File: config.mk
export PLATFORM = sky130hd
export DESIGN_NAME = exe_mem_stage
export DESIGN_NICKNAME = d
export VERILOG_FILES = /design/src/rtl/exe_pkg.sv /design/src/rtl/mul_iter.sv /design/src/rtl/exe_mem_stage.sv
export SDC_FILE = /design/constraint.sdc
export NUM_CORES = 1
export LEC_CHECK = 0
export ABC_AREA = 1
export CAP_MARGIN = 20
export CELL_PAD_IN_SITES_DETAIL_PLACEMENT = 1
export CELL_PAD_IN_SITES_GLOBAL_PLACEMENT = 2
export CORE_MARGIN = 2
export CORE_UTILIZATION = 33
export CTS_CLUSTER_DIAMETER = 120
export DETAILED_ROUTE_END_ITERATION = 6
export GPL_TIMING_DRIVEN = 0
export PLACE_DENSITY_LB_ADDON = 0.1
export RECOVER_POWER = 25
export SLEW_MARGIN = 20
export SYNTH_ARGS = -nofsm -noshare
export SYNTH_HDL_FRONTEND = slang
export SYNTH_SLANG_ARGS = --single-unit
File: constraint.sdc
create_clock -name clk -period 4.44 [get_ports clk]
set_input_delay 0.444 -clock clk [delete_from_list [all_inputs] [get_ports clk]]
set_output_delay 0.444 -clock clk [all_outputs]
set_load 0.005 [all_outputs]
File: src/rtl/exe_pkg.sv
// Shared constants for the execute stage: ALU op codes, multiplier FSM states
// and the control bundle captured while a MUL is in flight.
package exe_pkg;
  localparam logic [3:0] ALUC_AND = 4'b0000;
  localparam logic [3:0] ALUC_OR  = 4'b0001;
  localparam logic [3:0] ALUC_ADD = 4'b0010;
  localparam logic [3:0] ALUC_SUB = 4'b0110;
  localparam logic [3:0] ALUC_SLT = 4'b0111;
  localparam logic [3:0] ALUC_NOR = 4'b1100;
  localparam logic [3:0] ALUC_MUL = 4'b1000;

  localparam logic [0:0] ST_IDLE = 1'b0;
  localparam logic [0:0] ST_BUSY = 1'b1;

  typedef struct packed {
    logic       wreg;
    logic       m2reg;
    logic       wmem;
    logic [4:0] dest;
  } mul_ctl_t;
endpackage

File: src/rtl/mul_iter.sv
// Iterative shift-add multiplier retiring MUL_STEPS multiplier bits per BUSY
// cycle; product_o is valid (next accumulator value) while done_o is high.
module mul_iter
  import exe_pkg::*;
#(
  parameter int DATA_W    = 32,
  parameter int MUL_STEPS = 1
) (
  input  logic              clk,
  input  logic              resetn,
  input  logic              start_i,
  input  logic [DATA_W-1:0] a_i,
  input  logic [DATA_W-1:0] b_i,
  output logic              busy_o,
  output logic              done_o,
  output logic [DATA_W-1:0] product_o
);
  localparam int N     = DATA_W / MUL_STEPS;
  localparam int CNT_W = (N > 1) ? $clog2(N) : 1;

  logic [0:0]        state_q, state_d;
  logic [CNT_W-1:0]  cnt_q, cnt_d;
  logic [DATA_W-1:0] acc_q, acc_d;
  logic [DATA_W-1:0] mcand_q, mcand_d;
  logic [DATA_W-1:0] mplier_q, mplier_d;
  logic [DATA_W-1:0] partial, acc_nxt;

  assign busy_o    = (state_q == ST_BUSY);
  assign done_o    = busy_o && (cnt_q == CNT_W'(N - 1));
  assign product_o = acc_nxt;

  // Only the low DATA_W bits survive, so partials shifted past the top drop out.
  always_comb begin
    partial = '0;
    for (int k = 0; k < MUL_STEPS; k++)
      if (mplier_q[k]) partial = partial + (mcand_q << k);
    acc_nxt = acc_q + partial;
  end

  always_comb begin
    state_d  = state_q;
    cnt_d    = cnt_q;
    acc_d    = acc_q;
    mcand_d  = mcand_q;
    mplier_d = mplier_q;
    case (state_q)
      ST_IDLE: if (start_i) begin
        state_d  = ST_BUSY;
        cnt_d    = '0;
        acc_d    = '0;
        mcand_d  = a_i;
        mplier_d = b_i;
      end
      default: begin
        acc_d    = acc_nxt;
        mcand_d  = mcand_q << MUL_STEPS;
        mplier_d = mplier_q >> MUL_STEPS;
        if (done_o) begin
          state_d = ST_IDLE;
          cnt_d   = '0;
        end else begin
          cnt_d = cnt_q + 1'b1;
        end
      end
    endcase
  end

  always_ff @(posedge clk) begin
    if (!resetn) begin
      state_q  <= ST_IDLE;
      cnt_q    <= '0;
      acc_q    <= '0;
      mcand_q  <= '0;
      mplier_q <= '0;
    end else begin
      state_q  <= state_d;
      cnt_q    <= cnt_d;
      acc_q    <= acc_d;
      mcand_q  <= mcand_d;
      mplier_q <= mplier_d;
    end
  end
endmodule

File: src/rtl/exe_mem_stage.sv
// Execute stage: single-cycle ALU plus iterative MUL, feeding the EXE/MEM
// pipeline register; stalls the front end while a MUL is in flight.
module exe_mem_stage
  import exe_pkg::*;
#(
  parameter int DATA_W    = 32,
  parameter int MUL_STEPS = 1
) (
  input  logic              clk,
  input  logic              resetn,
  input  logic              e_valid,
  input  logic              ewreg,
  input  logic              em2reg,
  input  logic              ewmem,
  input  logic [3:0]        ealuc,
  input  logic              ealuimm,
  input  logic [4:0]        edestReg,
  input  logic [DATA_W-1:0] eqa,
  input  logic [DATA_W-1:0] eqb,
  input  logic [DATA_W-1:0] eimm32,
  output logic              stall,
  output logic              m_valid,
  output logic              mwreg,
  output logic              mm2reg,
  output logic              mwmem,
  output logic [4:0]        mdestReg,
  output logic [DATA_W-1:0] mr,
  output logic [DATA_W-1:0] mqb
);
  logic              busy, done, issue;
  logic [DATA_W-1:0] b_op, alu_res, product;

  mul_ctl_t          cap_q, cap_d;
  logic [DATA_W-1:0] cap_qb_q, cap_qb_d;

  logic              m_valid_q, m_valid_d, mwreg_q, mwreg_d;
  logic              mm2reg_q, mm2reg_d, mwmem_q, mwmem_d;
  logic [4:0]        mdest_q, mdest_d;
  logic [DATA_W-1:0] mr_q, mr_d, mqb_q, mqb_d;

  assign b_op  = ealuimm ? eimm32 : eqb;
  assign issue = !busy && e_valid && (ealuc == ALUC_MUL);
  assign stall = resetn && (issue || (busy && !done));

  // MUL is not produced here; unknown codes (and an invalid MUL) yield zero.
  always_comb begin
    alu_res = '0;
    case (ealuc)
      ALUC_AND: alu_res = eqa & b_op;
      ALUC_OR:  alu_res = eqa | b_op;
      ALUC_ADD: alu_res = eqa + b_op;
      ALUC_SUB: alu_res = eqa - b_op;
      ALUC_SLT: alu_res = DATA_W'($signed(eqa) < $signed(b_op));
      ALUC_NOR: alu_res = ~(eqa | b_op);
      default:  alu_res = '0;
    endcase
  end

  mul_iter #(.DATA_W(DATA_W), .MUL_STEPS(MUL_STEPS)) u_mul (
    .clk       (clk),
    .resetn    (resetn),
    .start_i   (issue),
    .a_i       (eqa),
    .b_i       (b_op),
    .busy_o    (busy),
    .done_o    (done),
    .product_o (product)
  );

  always_comb begin
    cap_d     = cap_q;
    cap_qb_d  = cap_qb_q;
    m_valid_d = m_valid_q;
    mwreg_d   = mwreg_q;
    mm2reg_d  = mm2reg_q;
    mwmem_d   = mwmem_q;
    mdest_d   = mdest_q;
    mr_d      = mr_q;
    mqb_d     = mqb_q;
    if (busy) begin
      if (done) begin
        m_valid_d = 1'b1;
        mwreg_d   = cap_q.wreg;
        mm2reg_d  = cap_q.m2reg;
        mwmem_d   = cap_q.wmem;
        mdest_d   = cap_q.dest;
        mr_d      = product;
        mqb_d     = cap_qb_q;
      end else begin
        m_valid_d = 1'b0;
        mwreg_d   = 1'b0;
        mwmem_d   = 1'b0;
      end
    end else if (issue) begin
      cap_d     = '{wreg: ewreg, m2reg: em2reg, wmem: ewmem, dest: edestReg};
      cap_qb_d  = eqb;
      m_valid_d = 1'b0;
      mwreg_d   = 1'b0;
      mwmem_d   = 1'b0;
    end else begin
      m_valid_d = e_valid;
      mwreg_d   = ewreg & e_valid;
      mwmem_d   = ewmem & e_valid;
      mm2reg_d  = em2reg;
      mdest_d   = edestReg;
      mr_d      = alu_res;
      mqb_d     = eqb;
    end
  end

  always_ff @(posedge clk) begin
    if (!resetn) begin
      cap_q     <= '0;
      cap_qb_q  <= '0;
      m_valid_q <= 1'b0;
      mwreg_q   <= 1'b0;
      mm2reg_q  <= 1'b0;
      mwmem_q   <= 1'b0;
      mdest_q   <= '0;
      mr_q      <= '0;
      mqb_q     <= '0;
    end else begin
      cap_q     <= cap_d;
      cap_qb_q  <= cap_qb_d;
      m_valid_q <= m_valid_d;
      mwreg_q   <= mwreg_d;
      mm2reg_q  <= mm2reg_d;
      mwmem_q   <= mwmem_d;
      mdest_q   <= mdest_d;
      mr_q      <= mr_d;
      mqb_q     <= mqb_d;
    end
  end

  assign m_valid  = m_valid_q;
  assign mwreg    = mwreg_q;
  assign mm2reg   = mm2reg_q;
  assign mwmem    = mwmem_q;
  assign mdestReg = mdest_q;
  assign mr       = mr_q;
  assign mqb      = mqb_q;
endmodule
==> run metrics, run 1 <==
outcome=finished, final reports clean; Fmax=259 MHz; synthesized instance count=~2.8k; Initial Utilization=33.3%; worst hold path type=flop to flop; # setup viols final=0; placed cell area=about 20,000 sq um; TritonCTS clock tree=yes; Reg area=between 4000 and 5000 sq um; TritonCTS Sinks=between 200 and 250; htree depth=1; Hold WS=approximately 0.45 ns; Syn Area/Cell=6.09 sq um; CP endpoint kind=output port; pin count of the biggest net entering global routing=15; I/O Pins=186; Final Hold Fails=0; Longest Clk Path Bufs=3; startpoint types=input port; first-pass GRT wire length=approximately 130,000 microns; clock skew=0.0407 ns; dpl hpwl=just over 70,000 microns; mapped cell area=17,000 sq um; final setup margin=0.581 ns; routing usage on met1=42.5%; Area Growth Syn to Fin=20.9%; Crit Path Category=input port to output port; CTS root buffer=clkbuf_16; max-cap viol count=0; aggregate routed wire length=roughly 86,000 microns; DRT iter0 DRCs=1,270; Total Routing Usage GR=between 30% and 40%; layout cell share with drive strength beyond 1=4.43%; total setup buffers inserted after CTS=0; Placed Instances=3,660; initial antenna violation count=5; Die Ht=between 200 and 250 microns; post-synthesis sequential area ratio=25.3%; worst skew pair latency=0.58 ns; syn_nets=3,051; Post-CTS Resized=0; Synth Register Bits=215; met2 usage=about half; critical path startpoint=ealuc[0]; Worst EP required=4.00 ns; CTS Hold Bufs=0; CP arrival=3.42 ns; Finished Layout Cells=3,708; final worst path period need=around 3.9 ns; # nets final=3,265; via count=roughly 20k; design area=20,600 sq um; count of cell types in the netlist=49; worst r2r src=u_mul.mplier_q[0]; Num CTS Buffers=27; Core Box Area=51,100 sq um; Pins Over Slew Limit=0; # rows=83; min-delay src=u_mul.mplier_q[13]; Avg Vias per Cell=5.36; Power per Cell Area=278 nW/um^2; routing usage on met3=about 4.3%; Post-DRT Antenna Nets=0; die area=53,400 sq um; Port Buffers=184; headroom to the max-slew limit=20.3%; measured slew at the worst slew-check pin=1.19 ns; clock slew at reported path FFs=0.06 ns; fin crit share=86.9%; Filler cells=6,843; post-route setup TNS=0 ns; area taken by multi-input logic gates=approximately 11,000 sq um; number of global-route vias before repair=20.5k; drt pass-1 iters=5; RSZ-0062 raised after global routing=no; maximum vdd drop=318 uV; total leakage power=9.87 nW; remaining routing DRC violations=0; gr busiest metal=met2; pre-CTS setup slack=0.249 ns; synth warn=0; crit path max fanout=10; Die X=231 microns; wire per inst=between 20 and 25 microns; gp weighted congestion=0.941; gr ovfl total=0
cell usage in the layout (no fill, tap or decap), types with 71 or more instances in the layout:
cell             synthesis  layout
clkbuf_1                71      77
dfxtp_1                215     215
dlygate4sd3_1            0      71
ha_1                   141     141
a31oi_1                 96      96
a21oi_1                214     214
clkdlybuf4s50_1          0     113
inv_1                  362     362
o21ai_0                168     158
nor2_1                 238     238
nand2_1                820     820
nand3_1                172     172
logic make-up (layout without fill, tap and decap cells):
| logic type | count (synthesis) | after routing | share of synthesized area (%) |
|---|---|---|---|
| flops | 215 | 215 | 25.3 |
| buf+inv | 499 | 731 | 11.4 |
| simple gates | 1308 | 1308 | 31.5 |
| other cells | 0 | 1 | 0 |
| fa+ha+maj | 144 | 144 | 10.7 |
| compound gates | 628 | 628 | 21.1 |
| xor+xnor | 1 | 1 | 0.0515 |
per-stage QoR:
step	util [%]	total power, mW
2_1_floorplan	-	2.90
3_3_place_gp	38.6	3.59
3_5_place_dp	38.6	3.61
4_1_cts	40.2	5.75
5_1_grt	40.2	5.98
6_report	40.3	5.72
cell type report:
class | instances | area share [%]
multi-input cells | 2081 | 52.4
repair buffers | 185 | 8.99
clock buffers | 38 | 3.78
inverters | 379 | 6.92
clock inverters | 9 | 0.341
well taps | 680 | 4.14
plain buffers | 120 | 2.49
flip-flops and latches | 215 | 20.9
diodes | 1 | 0.0122
layer usage:
| layer | vias up | part of all wire [%] |
|---|---|---|
| met2 | 591 | 44 |
| met4 | 0 | 4.7 |
| met5 | - | 0 |
| li1 | 9583 | - |
| met1 | 9543 | 46 |
| met3 | 148 | 5.8 |
registers in the layout (all words and copies together) (netlist names), 5 cells and up:
name	cells
cap_qb_q	32
u_mul.cnt_q	5
mdestReg	5
u_mul.mcand_q	32
u_mul.mplier_q	32
mr	32
u_mul.acc_q	32
mqb	32
cap_q	8
final timing paths:
path | cells after the start | slack [ns] | endpoint
worst min register to register | 2 | 0.45 | u_mul.mplier_q[12]
worst max-delay path | 9 | 0.58 | stall
worst max register to register | 17 | 0.86 | mr[28]
worst min-delay path | 2 | 0.45 | u_mul.mplier_q[12]
synth_stat cells (all sizes together):
cell type | number | share of area, %
a211oi | 1 | 0.044
a21boi | 12 | 0.55
a21o | 5 | 0.22
a21oi | 216 | 6.4
a221oi | 46 | 2.4
a22oi | 1 | 0.044
a31oi | 96 | 3.5
and2 | 2 | 0.074
and3 | 3 | 0.11
buf | 49 | 1.4
clkbuf | 71 | 1.6
clkinv | 1 | 0.022
dfxtp | 215 | 25
fa | 3 | 0.35
ha | 141 | 10
inv | 378 | 8.3
nand2 | 824 | 18
nand3 | 176 | 5.3
nand3b | 7 | 0.33
nand4 | 18 | 0.66
nor2 | 246 | 5.6
nor3 | 20 | 0.59
nor4 | 7 | 0.38
o211ai | 1 | 0.044
o21a | 3 | 0.13
o21ai | 221 | 6.5
o21bai | 18 | 0.79
o221ai | 2 | 0.10
o22ai | 5 | 0.18
o311ai | 1 | 0.051
or2 | 5 | 0.18
xor2 | 1 | 0.051
critical path: stages:
cell and delay, ns:
clkdlybuf4s50_1 0.52, nor4_4 0.49, nand3_4 0.31, nand2_2 0.29, inv_2 0.09, buf_4 0.19, buf_2 0.22, nor2_1 0.29
clkdlybuf4s50_1 0.56
power by group:
group	switching, mW	internal [mW]	leakage (nW)	total [mW]
clock network	0.923	1.22	0.419	2.14
logic	1.04	0.492	7.70	1.54
registers	0.0443	2.00	1.75	2.04
No activity file was read; power rests on OpenSTA's default activity.
==> run 2: changes to the inputs <==
==> constraint.sdc (replaced) <==
create_clock -name clk -period 4.44 [get_ports clk]
set_input_delay 1.332 -clock clk [delete_from_list [all_inputs] [get_ports clk]]
set_output_delay 1.332 -clock clk [all_outputs]
set_load 0.005 [all_outputs]
==> run 2 against run 1 <==
Net effect:
- core utilization rose by 0.12 points
- combinational power barely moved
- critical path depth rose by 6
- sequential power barely moved
- die area did not move
- final cell count barely moved
- sequential share of layout area fell by 0.062 points
- largest cell class unchanged
- largest power group unchanged
- highest routed layer unchanged
==> run metrics, run 2 (synthesized netlist as in run 1, its figures left out) <==
worst r2r src=u_mul.mplier_q[0]; Final Hold Fails=0 (unchanged); # nets final=3,267 (+0.061%); Longest Clk Path Bufs=3 (unchanged); final setup margin=0.0609 ns (-0.520 ns); fin crit share=98.6% (+12 points); wire per inst=23.1 microns (about the same); CTS root buffer=clkbuf_16; remaining routing DRC violations=0 (unchanged); measured slew at the worst slew-check pin=1.15 ns (-0.0447 ns); Port Buffers=184 (unchanged); commonest non-fill, non-tap cells in the layout=nand2_1 (820), inv_1 (362), nor2_1 (237), dfxtp_1 (215), a21oi_1 (214); min-delay src=u_mul.mplier_q[13]; critical path, cell by cell=clkdlybuf4s50_1, o21ai_1, ha_1, buf_2, inv_1, nand2_1, nor3_1, nand2_1, inv_1, nand3_2, nand3_1, nand3_1, nand2_1, nand2_1, a21oi_1; max incr delay on CP=0.83 ns (+0.27 ns); startpoint types=input port; CP max stage cell=o21ai_1; commonest non-fill, non-tap cell in the layout=nand2_1; Power per Cell Area=278 nW/um^2 (about the same); TritonCTS Sinks=215 (unchanged); Die X=231 microns (unchanged); layout cell share with drive strength beyond 1=4.82% (+0.39 points); clock skew=0.0329 ns (-0.00782 ns); drt pass-1 iters=5 (unchanged); Post-DRT Antenna Nets=0 (unchanged); Crit Path Category=input port to flop; RSZ-0062 raised after global routing=no; first-pass GRT wire length=126,000 microns (+0.10%); worst hold path type=flop to flop; number of global-route vias before repair=20.5k (+0.11%); Total Routing Usage GR=31.5% (about the same); initial antenna violation count=6 (+1); DRT iter0 DRCs=1,292 (+1.7%); Critical Path Most Common Cell=nand2_1; worst skew pair latency=0.58 ns (about the same); Pins Over Slew Limit=0 (unchanged); total leakage power=9.85 nW (-0.22%); post-route setup TNS=0 ns (unchanged); Initial Utilization=33.3% (unchanged); I/O Pins=186 (unchanged); pin count of the biggest net entering global routing=23 (+8); Core Box Area=51,100 sq um (unchanged); Avg Vias per Cell=5.37 (+0.31%); max-cap viol count=0 (unchanged); Fmax=228 MHz (-12%); # rows=83 (unchanged); gp weighted congestion=0.941 (unchanged); headroom to the max-slew limit=23.3% (+3.0 points); final worst path period need=4.38 ns (+0.520 ns); clock slew at reported path FFs=0.06 ns (about the same); TritonCTS clock tree=yes; Die Ht=231 microns (unchanged); crit path max fanout=9 (-1); maximum vdd drop=313 uV (-1.6%); Filler cells=6,841 (-0.029%); die area=53,400 sq um (unchanged); aggregate routed wire length=85,600 microns (about the same); Num CTS Buffers=27 (unchanged); pre-CTS setup slack=-1.17 ns (-1.41 ns); Area Growth Syn to Fin=21.3%; critical path startpoint=eqb[29]; outcome=finished, final reports clean; via count=19.9k (+0.36%); CP endpoint kind=flop; gr ovfl total=0 (unchanged); htree depth=1 (unchanged); dpl hpwl=71,700 microns (unchanged); Worst EP required=4.92 ns (+0.92 ns); CP arrival=4.86 ns (+1.44 ns); # setup viols final=0 (unchanged)
==> run 2: worst max-delay path: cells and delay by family <==
family,cells,cell delay (ns)
and+or+nand+nor,8,1.20
buffers and inverters,4,0.98
AOI/OAI and AO/OA,2,0.97
adders and majority gates,1,0.38
==> run 2: cell type report <==
class                           count  area (sq um)  share of cell area, %
Multi-Input combinational cell   2081         10800                   52.4
Sequential cell                   215          4300                   20.9
Timing Repair Buffer              189          1870                   9.07
Inverter                          379          1430                   6.93
Tap cell                          680           851                   4.12
Clock buffer                       38           777                   3.77
Buffer                            118           512                   2.48
Clock inverter                      9          70.1                  0.340
Antenna cell                        1          2.50                 0.0121
==> run 2: power by group <==
part           switching, mW  total, mW  leakage (nW)  internal (mW)
logic                   1.05       1.55          7.68          0.503
clock network          0.921       2.14         0.419           1.22
registers             0.0451       2.05          1.75           2.00
total                   2.01       5.74          9.85           3.72
==> run 2: per-stage QoR <==
step	area, sq um	cells	util (%)	total power, mW	hold WS, ns
finish	20600	3710	40.4	5.74	0.455
global route	20600	3709	40.4	5.99	0.482
CTS	20600	3707	40.3	5.75	0.452
detailed placement	19700	3660	38.6	3.61	0.460
global placement	19700	3659	38.6	3.59	0.450
floorplan	17000	2795	-	2.90	0.440
==> run 2: layer usage <==
layer  global-route usage, %  up-vias  wire, microns
met5                       0        -              0
met4                    13.8        0           4200
met3                    4.38      154           5260
met2                    50.2      659          37400
met1                    42.4     9540          38700
li1                        -     9584              -
==> run 2: path summary, 6_finish.rpt <==
path | to | slack [ns] | cells after the start
hold / removal | u_mul.mplier_q[12] | 0.45 | 2
setup reg to reg | mr[28] | 0.97 | 19
setup / recovery | mr[0] | 0.06 | 15
hold reg to reg | u_mul.mplier_q[12] | 0.45 | 2
==> run 2: timing repair <==
item                                    CTS  global route
hold buffers                              0             0
endpoints found under the setup margin    3            20
pin swaps                                 3             4
resized for setup                        22            30
setup buffers                             2             2
==> run 3: changes to the inputs <==
- SLEW_MARGIN: 20 -> 15
==> run 3 against run 2 <==
Net effect:
- cell area grew 0.42%
- sequential power is essentially flat
- first-iteration DRC count grew 13%
- non-clock buffer count grew 1
- register-to-register slack lost 0.05 ns
==> run metrics, run 3 (synthesized netlist as in run 1, its figures left out) <==
gr ovfl total=0 (unchanged); fin crit share=98.1% (-0.57 points); CP endpoint=mr[0]; initial antenna violation count=8 (+2); maximum vdd drop=290 uV (-7.1%); commonest non-fill, non-tap cells in the layout=nand2_1 (820), inv_1 (362), nor2_1 (237), dfxtp_1 (215), a21oi_1 (214); max incr delay on CP=0.78 ns (-0.05 ns); Num CTS Buffers=27 (unchanged); Switch Pwr=2.03 mW (+0.62%); number of global-route vias before repair=20.3k (-1.2%); final setup margin=0.0862 ns (+0.0253 ns); Int Power=3.90 mW (+4.8%); clock share of power=39.3% (+2.0 points); flop2flop setup slack=0.92 ns (-0.05 ns); # nets final=3,268 (+0.031%); placed cell area=19,700 sq um (about the same); worst hold path type=flop to flop; Comb pwr share=26.3% (-0.7 points); Avg Vias per Cell=5.40 (+0.40%); Worst EP required=4.95 ns (+0.03 ns); htree depth=1 (unchanged); aggregate routed wire length=85,800 microns (+0.21%); CTS root buffer=clkbuf_16; critical path, cell by cell=clkdlybuf4s50_1, o21ai_1, ha_1, inv_1, nand2_1, o21ai_0, nand2_1, nand3_1, nor2_1, nand3_1, nand3_1, nand2_1, nand2_1, a21oi_1; CP endpoint kind=flop; Hold WS=0.451 ns (-0.00339 ns); Area Growth Syn to Fin=21.8%; post-route setup TNS=0 ns (unchanged); dpl hpwl=71,600 microns (about the same); WP buf/inv=2 (-2); Pins Over Slew Limit=0 (unchanged); Longest Clk Path Bufs=3 (unchanged); gp weighted congestion=0.941 (unchanged); Post-DRT Antenna Nets=0 (unchanged); critical path startpoint=eqb[26]; Power per Cell Area=286 nW/um^2 (+2.9%); wire per inst=23.1 microns (+0.21%); TritonCTS clock tree=yes; CP max stage cell=o21ai_1; remaining routing DRC violations=0 (unchanged); worst r2r src=u_mul.mplier_q[0]; measured slew at the worst slew-check pin=1.15 ns (+0.00473 ns); drt pass-1 iters=5 (unchanged); worst r2r dst=mr[28]; pin count of the biggest net entering global routing=20 (-13%); outcome=finished, final reports clean; CP Depth=14 (-1); DRT iter0 DRCs=1,465 (+13%); clock skew=0.0341 ns (+0.00121 ns); layout cell share with drive strength beyond 1=4.82% (about the same); Crit Path Category=input port to flop; design area=20,700 sq um (+0.42%); Sw Ratio=34.2% (-0.92 points); CP arrival=4.86 ns (about the same); Total Routing Usage GR=31.6% (+0.083 points); # rows=83 (unchanged); Critical Path Most Common Cell=nand2_1; TritonCTS Sinks=215 (unchanged); Die Ht=231 microns (unchanged); Fmax=230 MHz (+0.58%); total leakage power=9.88 nW (+0.31%); final worst path period need=4.35 ns (-0.0253 ns); Die X=231 microns (unchanged); Core Box Area=51,100 sq um (unchanged); FF-to-FF path depth=19 (unchanged); die area=53,400 sq um (unchanged); # setup viols final=0 (unchanged); I/O Pins=186 (unchanged); startpoint types=input port; CTS Hold Bufs=0 (unchanged); first-pass GRT wire length=126,000 microns (about the same); crit path max fanout=7 (-2); Filler cells=6,880 (+0.57%); commonest non-fill, non-tap cell in the layout=nand2_1; Port Buffers=184 (unchanged); Initial Utilization=33.3% (unchanged); clock slew at reported path FFs=0.06 ns (about the same); headroom to the max-slew limit=23.0% (-0.32 points); RSZ-0062 raised after global routing=no; pre-CTS setup slack=-1.17 ns (-0.00456 ns); via count=20.0k (+0.40%); delay-heaviest family, CP=compound AO/OA/AOI/OAI gates; worst skew pair latency=0.58 ns (about the same); Final Hold Fails=0 (unchanged); sequential share of power=34.5% (-1.2 points); max-cap viol count=0 (unchanged)
[run 3: cell types whose count changed in the layout (fill, tap and decap cells not counted), sizes merged, moves of 2 or more]
cell           previous run  this run
buf                      45        52
bufinv                    0         4
clkbuf                  117       107
clkdlybuf4s50           139       134
clkinv                    7         3
diode                     1         3
dlygate4sd3              39        45
[run 3: cell type report]
| cell class | instances | area [sq um] | area share, % |
|---|---|---|---|
| clock buffer | 35 | 736 | 3.55 |
| multi-input combinational | 2081 | 10800 | 52.2 |
| inverter | 379 | 1420 | 6.87 |
| buffer | 119 | 532 | 2.57 |
| tap | 680 | 851 | 4.11 |
| sequential | 215 | 4300 | 20.8 |
| antenna | 3 | 7.51 | 0.0362 |
| clock inverter | 9 | 170 | 0.821 |
| timing repair buffer | 189 | 1880 | 9.05 |
[run 3: worst min-delay path by stage]
stage | startpoint | to | slack [ns] | cells after the start
global placement | u_mul.cnt_q[3] | u_mul.cnt_q[3] | 0.45 | 2
finish | u_mul.mplier_q[13] | u_mul.mplier_q[12] | 0.45 | 2
CTS | u_mul.mplier_q[13] | u_mul.mplier_q[12] | 0.45 | 2
detailed placement | cap_qb_q[30] | cap_qb_q[30] | 0.46 | 2
floorplan | u_mul.cnt_q[3] | u_mul.cnt_q[3] | 0.44 | 2
global route | u_mul.mplier_q[15] | u_mul.mplier_q[14] | 0.47 | 2
[run 3: routing by layer]
layer	vias up	track usage [%]	part of all wire, %
met2	611	50.0	44
met3	139	4.93	6.0
li1	9590	-	-
met4	2	13.4	4.7
met1	9675	42.6	46
met5	-	0	0.015
[run 3: power groups by stage]
stage	logic, mW	clock network [mW]	registers [mW]
2_1_floorplan	0.825	0	2.08
3_3_place_gp	1.50	0	2.09
3_5_place_dp	1.53	0	2.09
4_1_cts	1.54	2.34	2.05
5_1_grt	1.70	2.42	2.05
6_report	1.56	2.33	2.04
[run 3: repair_timing]
item                       CTS  global route
resized for setup           20            27
pin swaps                    4             0
setup endpoints to repair    3            19
buffers inserted             2             0
[run 3: tightest hold or removal path, stage by stage, from the launching register on]
cell,delay (ns)
dfxtp_1,0.31
nand2_1,0.06
a31oi_1,0.07
[run 3: through the flow]
step           power [mW]  util, %  cells
6_report             5.93     40.5   3710
5_1_grt              6.17     40.5   3708
4_1_cts              5.93     40.5   3707
3_5_place_dp         3.62     38.6   3662
3_3_place_gp         3.59     38.6   3659
2_1_floorplan        2.90        -   2795
